[config.mk]
export PLATFORM = sky130hd
export DESIGN_NAME = inst_prefetch_unit_flat
export DESIGN_NICKNAME = d
export VERILOG_FILES = /design/src/rtl/inst_prefetch_unit_if.sv /design/src/rtl/inst_prefetch_unit.sv /design/src/flat_wrapper.sv
export SDC_FILE = /design/constraint.sdc
export NUM_CORES = 1
export LEC_CHECK = 0
export ABC_AREA = 1
export ABC_CLOCK_PERIOD_IN_PS = 7300
export BUFFER_PORTS_ARGS = -buffer_cell sky130_fd_sc_hd__buf_2
export CORE_ASPECT_RATIO = 0.7
export CORE_MARGIN = 2
export CORE_UTILIZATION = 60
export CTS_CLUSTER_SIZE = 8
export DETAILED_ROUTE_END_ITERATION = 6
export PLACE_DENSITY = 0.8
export SLEW_MARGIN = 20
export SYNTH_ARGS = -nofsm -noshare
export SYNTH_HDL_FRONTEND = slang
export SYNTH_SLANG_ARGS = --single-unit
[constraint.sdc]
create_clock -name clk -period 7.3 [get_ports clk]
set_input_delay 0.365 -clock clk [delete_from_list [all_inputs] [get_ports clk]]
set_output_delay 0.365 -clock clk [all_outputs]
set_load 0.01 [all_outputs]
[src/rtl/inst_prefetch_unit_if.sv]
// Instruction-memory fetch port: req/gnt request channel plus in-order rvalid response channel.
interface inst_prefetch_unit_if;
    logic        req;
    logic [31:0] addr;
    logic        gnt;
    logic        rvalid;
    logic [31:0] rdata;

    modport master (output req, addr, input gnt, rvalid, rdata);
    modport slave  (input req, addr, output gnt, rvalid, rdata);
endinterface

[src/rtl/inst_prefetch_unit.sv]
// Fetch engine: issues sequential PCs to imem, buffers in-order responses in a prefetch FIFO and
// presents {pc, inst} to decode; wrong-path responses after a redirect are counted and dropped.
module inst_prefetch_unit #(
    parameter int unsigned FIFO_DEPTH = 4,
    parameter logic [31:0] RESET_PC   = 32'hBFC0_0000
) (
    input  logic                 clk,
    input  logic                 rst,
    input  logic                 redirect_valid,
    input  logic [31:0]          redirect_pc,
    input  logic                 id_stall,
    inst_prefetch_unit_if.master imem,
    output logic                 if_valid,
    output logic [31:0]          if_pc,
    output logic [31:0]          if_inst
);
    localparam int unsigned PtrW = $clog2(FIFO_DEPTH);
    localparam int unsigned CntW = PtrW + 1;
    localparam logic [CntW-1:0] DepthC = CntW'(FIFO_DEPTH);

    typedef enum logic [1:0] {StBoot, StRun, StFlush} state_e;

    state_e          state_q, state_d;
    logic [31:0]     fetch_pc_q, fetch_pc_d;
    logic [CntW-1:0] outst_q, outst_d, drop_q, drop_d, count_q, count_d;
    logic [PtrW-1:0] rd_ptr_q, wr_ptr_q, tag_rd_q, tag_wr_q;
    logic [31:0]     fifo_pc_q   [FIFO_DEPTH];
    logic [31:0]     fifo_inst_q [FIFO_DEPTH];
    logic [31:0]     tag_q       [FIFO_DEPTH];
    logic            grant, resp_keep, resp_drop, push, pop;
    logic [CntW:0]   occupancy;
    logic            unused_redirect_lsb;

    assign unused_redirect_lsb = ^redirect_pc[1:0];

    assign if_valid = (count_q != '0);
    assign if_pc    = fifo_pc_q[rd_ptr_q];
    assign if_inst  = fifo_inst_q[rd_ptr_q];

    always_comb begin
        // Buffered words plus in-flight requests may never exceed the FIFO, so pushes always fit.
        occupancy = {1'b0, count_q} + {1'b0, outst_q};
        imem.req  = (state_q == StRun) && !redirect_valid && (occupancy < {1'b0, DepthC});
        imem.addr = fetch_pc_q;
        grant     = imem.req && imem.gnt;
        resp_drop = imem.rvalid && (drop_q != '0);
        resp_keep = imem.rvalid && (drop_q == '0);
        push      = resp_keep && !redirect_valid;
        pop       = if_valid && !id_stall && !redirect_valid;
    end

    always_comb begin
        state_d    = state_q;
        fetch_pc_d = fetch_pc_q;
        outst_d    = outst_q;
        drop_d     = drop_q;
        count_d    = count_q;
        if (redirect_valid) begin
            // Every in-flight request becomes wrong-path; a response this cycle consumes one of them.
            fetch_pc_d = {redirect_pc[31:2], 2'b00};
            outst_d    = '0;
            drop_d     = drop_q + outst_q - CntW'(imem.rvalid);
            count_d    = '0;
        end else begin
            if (grant) begin
                fetch_pc_d = fetch_pc_q + 32'd4;
            end
            outst_d = outst_q + CntW'(grant) - CntW'(resp_keep);
            drop_d  = drop_q - CntW'(resp_drop);
            count_d = count_q + CntW'(push) - CntW'(pop);
        end
        case (state_q)
            StBoot:           state_d = StRun;
            StRun, StFlush:   state_d = (drop_d != '0) ? StFlush : StRun;
            default:          state_d = StBoot;
        endcase
    end

    always_ff @(posedge clk) begin
        if (rst) begin
            state_q    <= StBoot;
            fetch_pc_q <= RESET_PC;
            outst_q    <= '0;
            drop_q     <= '0;
            count_q    <= '0;
            rd_ptr_q   <= '0;
            wr_ptr_q   <= '0;
            tag_rd_q   <= '0;
            tag_wr_q   <= '0;
            for (int unsigned i = 0; i < FIFO_DEPTH; i++) begin
                fifo_pc_q[i]   <= '0;
                fifo_inst_q[i] <= '0;
                tag_q[i]       <= '0;
            end
        end else begin
            state_q    <= state_d;
            fetch_pc_q <= fetch_pc_d;
            outst_q    <= outst_d;
            drop_q     <= drop_d;
            count_q    <= count_d;
            if (push) begin
                fifo_pc_q[wr_ptr_q]   <= tag_q[tag_rd_q];
                fifo_inst_q[wr_ptr_q] <= imem.rdata;
            end
            if (grant) begin
                tag_q[tag_wr_q] <= fetch_pc_q;
            end
            if (redirect_valid) begin
                rd_ptr_q <= '0;
                wr_ptr_q <= '0;
                tag_rd_q <= '0;
                tag_wr_q <= '0;
            end else begin
                if (push)      wr_ptr_q <= wr_ptr_q + PtrW'(1);
                if (pop)       rd_ptr_q <= rd_ptr_q + PtrW'(1);
                if (grant)     tag_wr_q <= tag_wr_q + PtrW'(1);
                if (resp_keep) tag_rd_q <= tag_rd_q + PtrW'(1);
            end
        end
    end

    always_ff @(posedge clk) begin
        if (!rst) begin
            assert (!(push && !pop && (count_q == DepthC)));
            assert (!imem.rvalid || (outst_q != '0) || (drop_q != '0));
        end
    end

endmodule

[src/flat_wrapper.sv]
// flat-port wrapper written by rule: the top's interface ports become plain ports
module inst_prefetch_unit_flat 
#(
    parameter int unsigned FIFO_DEPTH = 4,
    parameter logic [31:0] RESET_PC   = 32'hBFC0_0000
)
  (clk, rst, redirect_valid, redirect_pc, id_stall, if_valid, if_pc, if_inst, imem_req, imem_addr, imem_gnt, imem_rvalid, imem_rdata);
  inst_prefetch_unit_if imem_i ();
  input  logic clk;
  input  logic rst;
  input  logic redirect_valid;
  input  logic [31:0] redirect_pc;
  input  logic id_stall;
  output logic if_valid;
  output logic [31:0] if_pc;
  output logic [31:0] if_inst;
  output wire logic [$bits(imem_i.req)-1:0] imem_req;
  output wire logic [$bits(imem_i.addr)-1:0] imem_addr;
  input wire logic [$bits(imem_i.gnt)-1:0] imem_gnt;
  input wire logic [$bits(imem_i.rvalid)-1:0] imem_rvalid;
  input wire logic [$bits(imem_i.rdata)-1:0] imem_rdata;
  assign imem_req = imem_i.req;
  assign imem_addr = imem_i.addr;
  assign imem_i.gnt = imem_gnt;
  assign imem_i.rvalid = imem_rvalid;
  assign imem_i.rdata = imem_rdata;
  inst_prefetch_unit #(.FIFO_DEPTH(FIFO_DEPTH), .RESET_PC(RESET_PC)) u_core (.clk(clk), .rst(rst), .redirect_valid(redirect_valid), .redirect_pc(redirect_pc), .id_stall(id_stall), .imem(imem_i), .if_valid(if_valid), .if_pc(if_pc), .if_inst(if_inst));
endmodule
==> Flow_metrics.wiki, run 1 <==
{| class="wikitable"
! Metric !! Value
|-
| Outcome || complete, no violations
|-
| DRC violations left || 0
|-
| Fraction of layout instances using a drive strength above 1 || 0.152
|-
| Main combinational cell family by area after synthesis || simple AND/OR/NAND/NOR gates
|-
| Die width || 217 µm
|-
| Initial antenna violation count || 0
|-
| Startpoint of the most critical register-to-register path || u_core.count_q[1]
|-
| Post-synthesis mux area share || 0
|-
| IO Port Bufs || 161
|-
| Maximum level of the CTS H-tree || 2
|-
| Max-slew violation total from the final report || 0
|-
| Final number of hold-violating endpoints || 0
|-
| Inserted Clock Buffers || 58
|-
| Register cell area after layout || 12100 µm²
|-
| Leading cell types by total area after synthesis || sky130_fd_sc_hd__edfxtp_1 58%, sky130_fd_sc_hd__nor2_1 10%, sky130_fd_sc_hd__o21ai_0 5.7%
|-
| Via count of the first global-routing pass || 14100
|-
| Bufs and invs on worst path || 4
|-
| Max VDD drop || 0.000226 V
|-
| Synth Area in Simple Gates || 0.168
|-
| Mean routed wirelength per cell || 18.3 µm
|-
| Core area || 31300 µm²
|-
| Met3 Track Usage GR || 0.0460
|-
| Count of pins on the block boundary || 168
|-
| CP Capture Type || output pin
|-
| Number of hold-repair buffers added at the cts stage || 0
|-
| GR Util met2 || 0.470
|-
| Routed WL || 46.6 mm
|-
| Total area of multi-input combinational cells || 5720 µm²
|-
| Leakage power total || 8.88 nW
|-
| Sum of negative setup slack || 0 ns
|-
| Crit Reg-Reg Endpoint || u_core.outst_q[2]
|-
| Count of buffers added by post-CTS timing repair for setup || 0
|-
| Worst-path cell with the longest stage delay || sky130_fd_sc_hd__buf_4
|-
| Fin crit share || 0.453
|-
| Die area || 33400 µm²
|-
| Data required time of the critical path || 6.93 ns
|-
| Synth Area in XOR/XNOR || 0.00961
|-
| Post-layout nets || 2192
|-
| Cells along the critical path || buf_4 -> inv_1 -> buf_4 -> o21ai_0 -> o22ai_1 -> buf_2
|-
| DP Wirelength || 26.5 mm
|-
| Final setup vio count || 0
|-
| Startpoint Class || register
|-
| Yosys Warn Count || 0
|-
| Resized Gates After CTS || 0
|-
| Router iterations before antenna repair || 7
|-
| Cell taking the most area after synthesis || sky130_fd_sc_hd__edfxtp_1
|-
| Busiest metal layer after global routing || met2
|-
| Number of antenna-violating nets in the routed design || 0
|-
| Crit. path cell count || 6
|-
| Number of enable flip-flop cells after synthesis || 368
|-
| Setup Crit Path Kind || reg2out
|-
| Most used DFF post-synth || sky130_fd_sc_hd__edfxtp_1
|-
| Compound-gate portion of the synthesized area || 0.104
|-
| Library cell with the highest instance count after synthesis || sky130_fd_sc_hd__nor2_1
|-
| Fill cell total of the finished layout || 2189
|-
| First-pass GRT wire length || 73.6 mm
|-
| #FFs+latches synth || 421
|-
| Classification of the worst-slack hold path || in2reg
|-
| Global route total overflow || 0
|-
| Overall power consumption || 5.77 mW
|-
| Initial standard-cell utilization of the core || 0.612
|-
| Max-cap viol count || 0
|-
| Largest net degree at the start of global routing || 105
|-
| Maximum frequency from static timing analysis || 302 MHz
|-
| Number of antenna cells inserted || 0
|-
| Power density over the cells || 265 nW/µm²
|-
| Placement row count || 54
|-
| Worst-path fanout max || 63
|-
| Worst setup endpoint || if_pc[11]
|-
| Y dimension of the die || 153 µm
|-
| Maximum root-to-sink buffer count || 3
|-
| Overall via count from detail_route || 14400
|-
| Top Family by Delay on Critical Path || buffers and inverters
|-
| Sequential fraction of the synthesis area || 0.633
|-
| Drt initial violations || 1473
|-
| Worst endpoint data arrival time || 2.94 ns
|-
| Cell total after placement || 2464
|-
| Proportion of netlist area held by the largest area contributor || 0.578
|-
| Total number of clock tree sinks || 421
|-
| Worst slack at placement || 3.46 ns
|-
| Fraction of the mapped netlist area in adder cells || 0.0129
|-
| Global-route met1 utilization || 0.377
|-
| Post-synthesis instance total || 1970
|-
| Crit path time final || 3.31 ns
|-
| CTS tree || yes
|-
| Clk Latency, worst-skew pair || 0.58 ns
|-
| Transition time at the pin with the least slew margin || 1.08 ns
|-
| CP peak stage delay || 0.55 ns
|-
| Cell types with the highest counts after synthesis || 527 x sky130_fd_sc_hd__nor2_1, 368 x sky130_fd_sc_hd__edfxtp_1, 216 x sky130_fd_sc_hd__o21ai_0
|-
| Worst slew margin relative to its limit || 0.278
|-
| Library cell used as clock root buffer || sky130_fd_sc_hd__clkbuf_16
|-
| Worst r2r path cells || 11
|-
| Fraction of registers with async set/reset || 0
|-
| Clock transition at the registers of the reported paths || 0.06 ns
|-
| Unrepaired setup endpoints after global routing || false
|-
| Post-layout worst setup margin || 3.99 ns
|-
| Post-synth design cell area || 19100 µm²
|-
| Routability Congestion || 0.941
|-
| Cell repeated most along the worst path || sky130_fd_sc_hd__buf_4
|-
| Fin cells || 2543
|-
| Synth cell types || 37
|-
| Layout area overhead || 13.7%
|-
| Setup slack, reg-to-reg || 4.23 ns
|-
| Via count normalized by instance count || 5.67
|-
| Max Clock Skew || 0.0150 ns
|-
| GRT Resource Usage Total || 0.279
|-
| Avg Synthesized Cell Area || 9.71 µm²
|-
| Share of the core filled with cells || 0.695
|}
==> worst register-to-register path: cells and delay by family (launching register included) <==
family	cells	cell delay, ns
simple gates	4	0.64
xor+xnor	1	0.19
flops	1	0.34
compound gates	2	0.21
fa+ha+maj	3	1.06
buf+inv	1	0.52
==> how the worst min path moves through the flow <==
| stage | slack [ns] | endpoint | start | depth (start not counted) |
|---|---|---|---|---|
| 2_1_floorplan | 0.44 | register | u_core.rd_ptr_q[1] | 2 |
| 5_1_grt | 0.03 | u_core.imem.addr[26] | redirect_pc[26] | 3 |
| 3_3_place_gp | 0.45 | register | u_core.rd_ptr_q[1] | 2 |
| 4_1_cts | 0.001 | u_core.imem.addr[26] | redirect_pc[26] | 3 |
| 3_5_place_dp | 0.45 | register | u_core.rd_ptr_q[1] | 2 |
| 6_report | 0.01 | u_core.imem.addr[26] | redirect_pc[26] | 3 |
==> registers in the layout, indices dropped and copies added (netlist names), named ones only <==
| register | flops |
|---|---|
| u_core.fifo_inst_q | 128 |
| u_core.tag_wr_q | 2 |
| u_core.rd_ptr_q | 2 |
| u_core.tag_rd_q | 2 |
| u_core.outst_q | 3 |
| u_core.fifo_pc_q | 120 |
| u_core.drop_q | 3 |
| u_core.count_q | 3 |
| u_core.imem.addr | 30 |
| u_core.tag_q | 120 |
| u_core.state_q | 2 |
| u_core.wr_ptr_q | 2 |
==> cells in the final DEF, fill, tap and decap left out, types with 12 or more instances in the layout <==
| cell type | synthesis | layout |
|---|---|---|
| sky130_fd_sc_hd__nor2_1 | 527 | 527 |
| sky130_fd_sc_hd__nand3_1 | 35 | 35 |
| sky130_fd_sc_hd__a21oi_2 | 13 | 13 |
| sky130_fd_sc_hd__buf_4 | 10 | 24 |
| sky130_fd_sc_hd__clkbuf_1 | 76 | 18 |
| sky130_fd_sc_hd__edfxtp_1 | 368 | 368 |
| sky130_fd_sc_hd__nor2_2 | 28 | 28 |
| sky130_fd_sc_hd__a21oi_1 | 46 | 46 |
| sky130_fd_sc_hd__o21ai_0 | 216 | 210 |
| sky130_fd_sc_hd__clkbuf_16 | 0 | 58 |
| sky130_fd_sc_hd__ha_1 | 15 | 15 |
| sky130_fd_sc_hd__buf_2 | 19 | 161 |
| sky130_fd_sc_hd__o22ai_1 | 78 | 78 |
| sky130_fd_sc_hd__inv_1 | 209 | 207 |
| sky130_fd_sc_hd__nand2_1 | 194 | 191 |
| sky130_fd_sc_hd__dfxtp_1 | 53 | 51 |
| sky130_fd_sc_hd__inv_2 | 12 | 12 |
| sky130_fd_sc_hd__xor2_1 | 16 | 16 |
==> cell families (layout without fill, tap and decap cells) <==
kind of cell / after synthesis / count (layout)
AND/OR/NAND/NOR: 806 / 806
AO/OA/AOI/OAI: 365 / 365
flip-flops: 421 / 421
other: 1 / 4
adder cells (fa/ha/maj): 18 / 18
buffers and inverters: 338 / 488
XOR/XNOR: 21 / 21
==> layout make-up <==
type	count	area share
Sequential cell	421	0.557
Multi-Input combinational cell	1214	0.263
Clock buffer	76	0.0698
Timing Repair Buffer	185	0.0453
Inverter	224	0.0388
Tap cell	420	0.0242
Clock inverter	3	0.00190
==> layer usage <==
| layer | vias up | part of all wire |
|---|---|---|
| met5 | - | 0 |
| met4 | 0 | 0.019 |
| met3 | 76 | 0.087 |
| met2 | 704 | 0.50 |
| met1 | 6862 | 0.39 |
| li1 | 6782 | - |
==> stage by stage <==
step / cell area (µm²) / hold WS [ns]
finish: 21800 / 0.0147
global route: 21800 / 0.0349
CTS: 21800 / 0.00122
detailed placement: 20200 / 0.446
global placement: 20200 / 0.447
floorplan: 19100 / 0.436
==> report_power, final <==
part           internal (mW)  switching (mW)
sequential              2.77          0.0680
combinational          0.169           0.398
clock                   1.42           0.943
total                   4.36            1.41
No activity file was read; power rests on OpenSTA's default activity.
==> run 2, diff against run 1 <==
- ABC_CLOCK_PERIOD_IN_PS: 7300 -> 2900
- CORE_UTILIZATION: 60 -> 54
- PLACE_DENSITY: 0.8 -> 0.76
- clock period: 7.3 -> 2.9 ns (I/O delays scaled with it)
==> Flow_metrics.wiki, run 2 (synthesized netlist as in run 1, its figures left out) <==
{| class="wikitable"
! Metric !! Value
|-
| Outcome || complete, no violations
|-
| Via count of the first global-routing pass || 14600
|-
| Fin crit share || 0.855
|-
| Number of antenna-violating nets in the routed design || 0
|-
| IO Port Bufs || 161
|-
| Net Sw Frac || 0.245
|-
| Data required time of the critical path || 2.76 ns
|-
| Mean routed wirelength per cell || 17.9 µm
|-
| Maximum level of the CTS H-tree || 2
|-
| Worst-path cell with the longest stage delay || sky130_fd_sc_hd__dfxtp_4
|-
| Internal power || 11.2 mW
|-
| Layout area overhead || 20.3%
|-
| Max Clock Skew || 0.0201 ns
|-
| Overall via count from detail_route || 14900
|-
| Worst slew margin relative to its limit || 0.429
|-
| Busiest metal layer after global routing || met2
|-
| Post-layout nets || 2282
|-
| Y dimension of the die || 161 µm
|-
| GR Util met2 || 0.434
|-
| First-pass GRT wire length || 75.6 mm
|-
| Inserted Clock Buffers || 58
|-
| CTS tree || yes
|-
| Classification of the worst-slack hold path || in2reg
|-
| Startpoint of the most critical register-to-register path || u_core.drop_q[2]
|-
| Overall power consumption || 14.9 mW
|-
| Worst Min Path Start || imem_gnt
|-
| Worst setup endpoint || if_inst[18]
|-
| Most common cell after layout, fill and taps aside || sky130_fd_sc_hd__nor2_1
|-
| Setup slack, reg-to-reg || 0.44 ns
|-
| Final setup vio count || 0
|-
| Unrepaired setup endpoints after global routing || false
|-
| Largest registers in the final layout || u_core.fifo_inst_q (128), u_core.fifo_pc_q (120), u_core.tag_q (120)
|-
| Via count normalized by instance count || 5.52
|-
| Max-cap viol count || 0
|-
| DRC violations left || 0
|-
| Number of antenna cells inserted || 0
|-
| Final number of hold-violating endpoints || 0
|-
| Sum of negative setup slack || 0 ns
|-
| Die area || 37000 µm²
|-
| Routed WL || 48.2 mm
|-
| Sequential Power Share || 0.480
|-
| CP Capture Type || output pin
|-
| Flip-flop count of the largest register, all copies and words added || 128
|-
| Largest net degree at the start of global routing || 90
|-
| Power density over the cells || 646 nW/µm²
|-
| Cells along the critical path || clkinv_2 -> buf_12 -> buf_4 -> o21ai_0 -> o22ai_1 -> buf_2
|-
| Count of pins on the block boundary || 168
|-
| Clock Power Share || 0.413
|-
| Cell total after placement || 2540
|-
| Clk Latency, worst-skew pair || 0.58 ns
|-
| Leakage power total || 9.41 nW
|-
| Core area || 34800 µm²
|-
| Fin cells || 2701
|-
| Logic pwr share || 0.107
|-
| Total number of clock tree sinks || 421
|-
| Largest Register || u_core.fifo_inst_q
|-
| Crit path time final || 2.48 ns
|-
| CP peak stage delay || 0.60 ns
|-
| Share of the core filled with cells || 0.661
|-
| Max VDD drop || 0.000462 V
|-
| Worst endpoint data arrival time || 2.34 ns
|-
| Startpoint Class || register
|-
| Maximum root-to-sink buffer count || 3
|-
| Router iterations before antenna repair || 6
|-
| Fraction of layout instances using a drive strength above 1 || 0.156
|-
| Crit Reg-Reg Endpoint || u_core.fifo_inst_q[2][16]
|-
| Global-route met1 utilization || 0.340
|-
| Drt initial violations || 1746
|-
| GRT Resource Usage Total || 0.258
|-
| Clock transition at the registers of the reported paths || 0.06 ns
|-
| Initial standard-cell utilization of the core || 0.550
|-
| Library cell used as clock root buffer || sky130_fd_sc_hd__clkbuf_16
|-
| Max-slew violation total from the final report || 0
|-
| Global route total overflow || 0
|-
| Setup Crit Path Kind || reg2out
|-
| Transition time at the pin with the least slew margin || 0.853 ns
|-
| Maximum frequency from static timing analysis || 403 MHz
|-
| Met3 Track Usage GR || 0.0463
|-
| Final-layout worst hold slack || 0.155 ns
|-
| Switching power || 3.64 mW
|-
| Placement row count || 57
|-
| Routability Congestion || 0.947
|-
| DP Wirelength || 27.9 mm
|-
| Die width || 229 µm
|-
| Worst r2r path cells || 6
|-
| Worst-path fanout max || 48
|-
| Initial antenna violation count || 0
|-
| Most used cells in the layout excluding fill and tap cells || 527 x sky130_fd_sc_hd__nor2_1, 368 x sky130_fd_sc_hd__edfxtp_1, 210 x sky130_fd_sc_hd__o21ai_0, 207 x sky130_fd_sc_hd__inv_1, 191 x sky130_fd_sc_hd__nand2_1
|}
## run 2: how the worst min path moves through the flow
stage | cells past startpoint | to | slack (ns)
final | 6 | u_core.outst_q[0] | 0.16
after global routing | 6 | u_core.outst_q[0] | 0.21
after CTS | 6 | u_core.outst_q[0] | 0.15
after global placement | 3 | u_core.imem.addr[26] | 0.39
after detailed placement | 3 | u_core.imem.addr[26] | 0.39
after floorplan | 2 | u_core.imem.addr[26] | 0.29
## run 2: power by group through the flow
stage               logic (mW)  registers [mW]  clock network [mW]
detailed placement        1.50            7.24                   0
CTS                       1.59            7.13                6.18
global placement          1.46            7.23                   0
floorplan                0.946            7.21                   0
global route              1.76            7.16                6.46
finish                    1.59            7.13                6.13
## run 2: per-stage QoR
| stage | setup slack (ns) | cell area [µm²] |
|---|---|---|
| floorplan | -0.224 | 19200 |
| global placement | 0.477 | 20700 |
| detailed placement | 0.469 | 20700 |
| CTS | 0.402 | 23000 |
| global route | 0.265 | 23000 |
| finish | 0.419 | 23000 |
## run 2: critical path, delay by kind of cell (launching register included)
kind                   cells  cell delay, ns
buffers and inverters      4            0.82
DFF                        1            0.60
AOI/OAI and AO/OA          2            0.33
## run 2: layer usage
metal  routed length (µm)  vias to the layer above
met5                    0                        -
met4                 1460                        0
met3                 3920                      122
met2                23400                      657
met1                19500                     7143
li1                     -                     6988
## run 2: what timing repair did
item                      4_1_cts  5_1_grt
resized for setup               0        0
hold endpoints to repair      114        0
buffers inserted                0        0
hold buffers                   66        0
## run 2: final cells by class
class                   instances  area, µm²
clock buffers                  92       1600
clock inverters                 3       37.5
fillers                      2619      11800
inverters                     224        845
multi-input cells            1214       5720
flip-flops and latches        421      12100
well taps                     472        591
repair buffers                275       2100
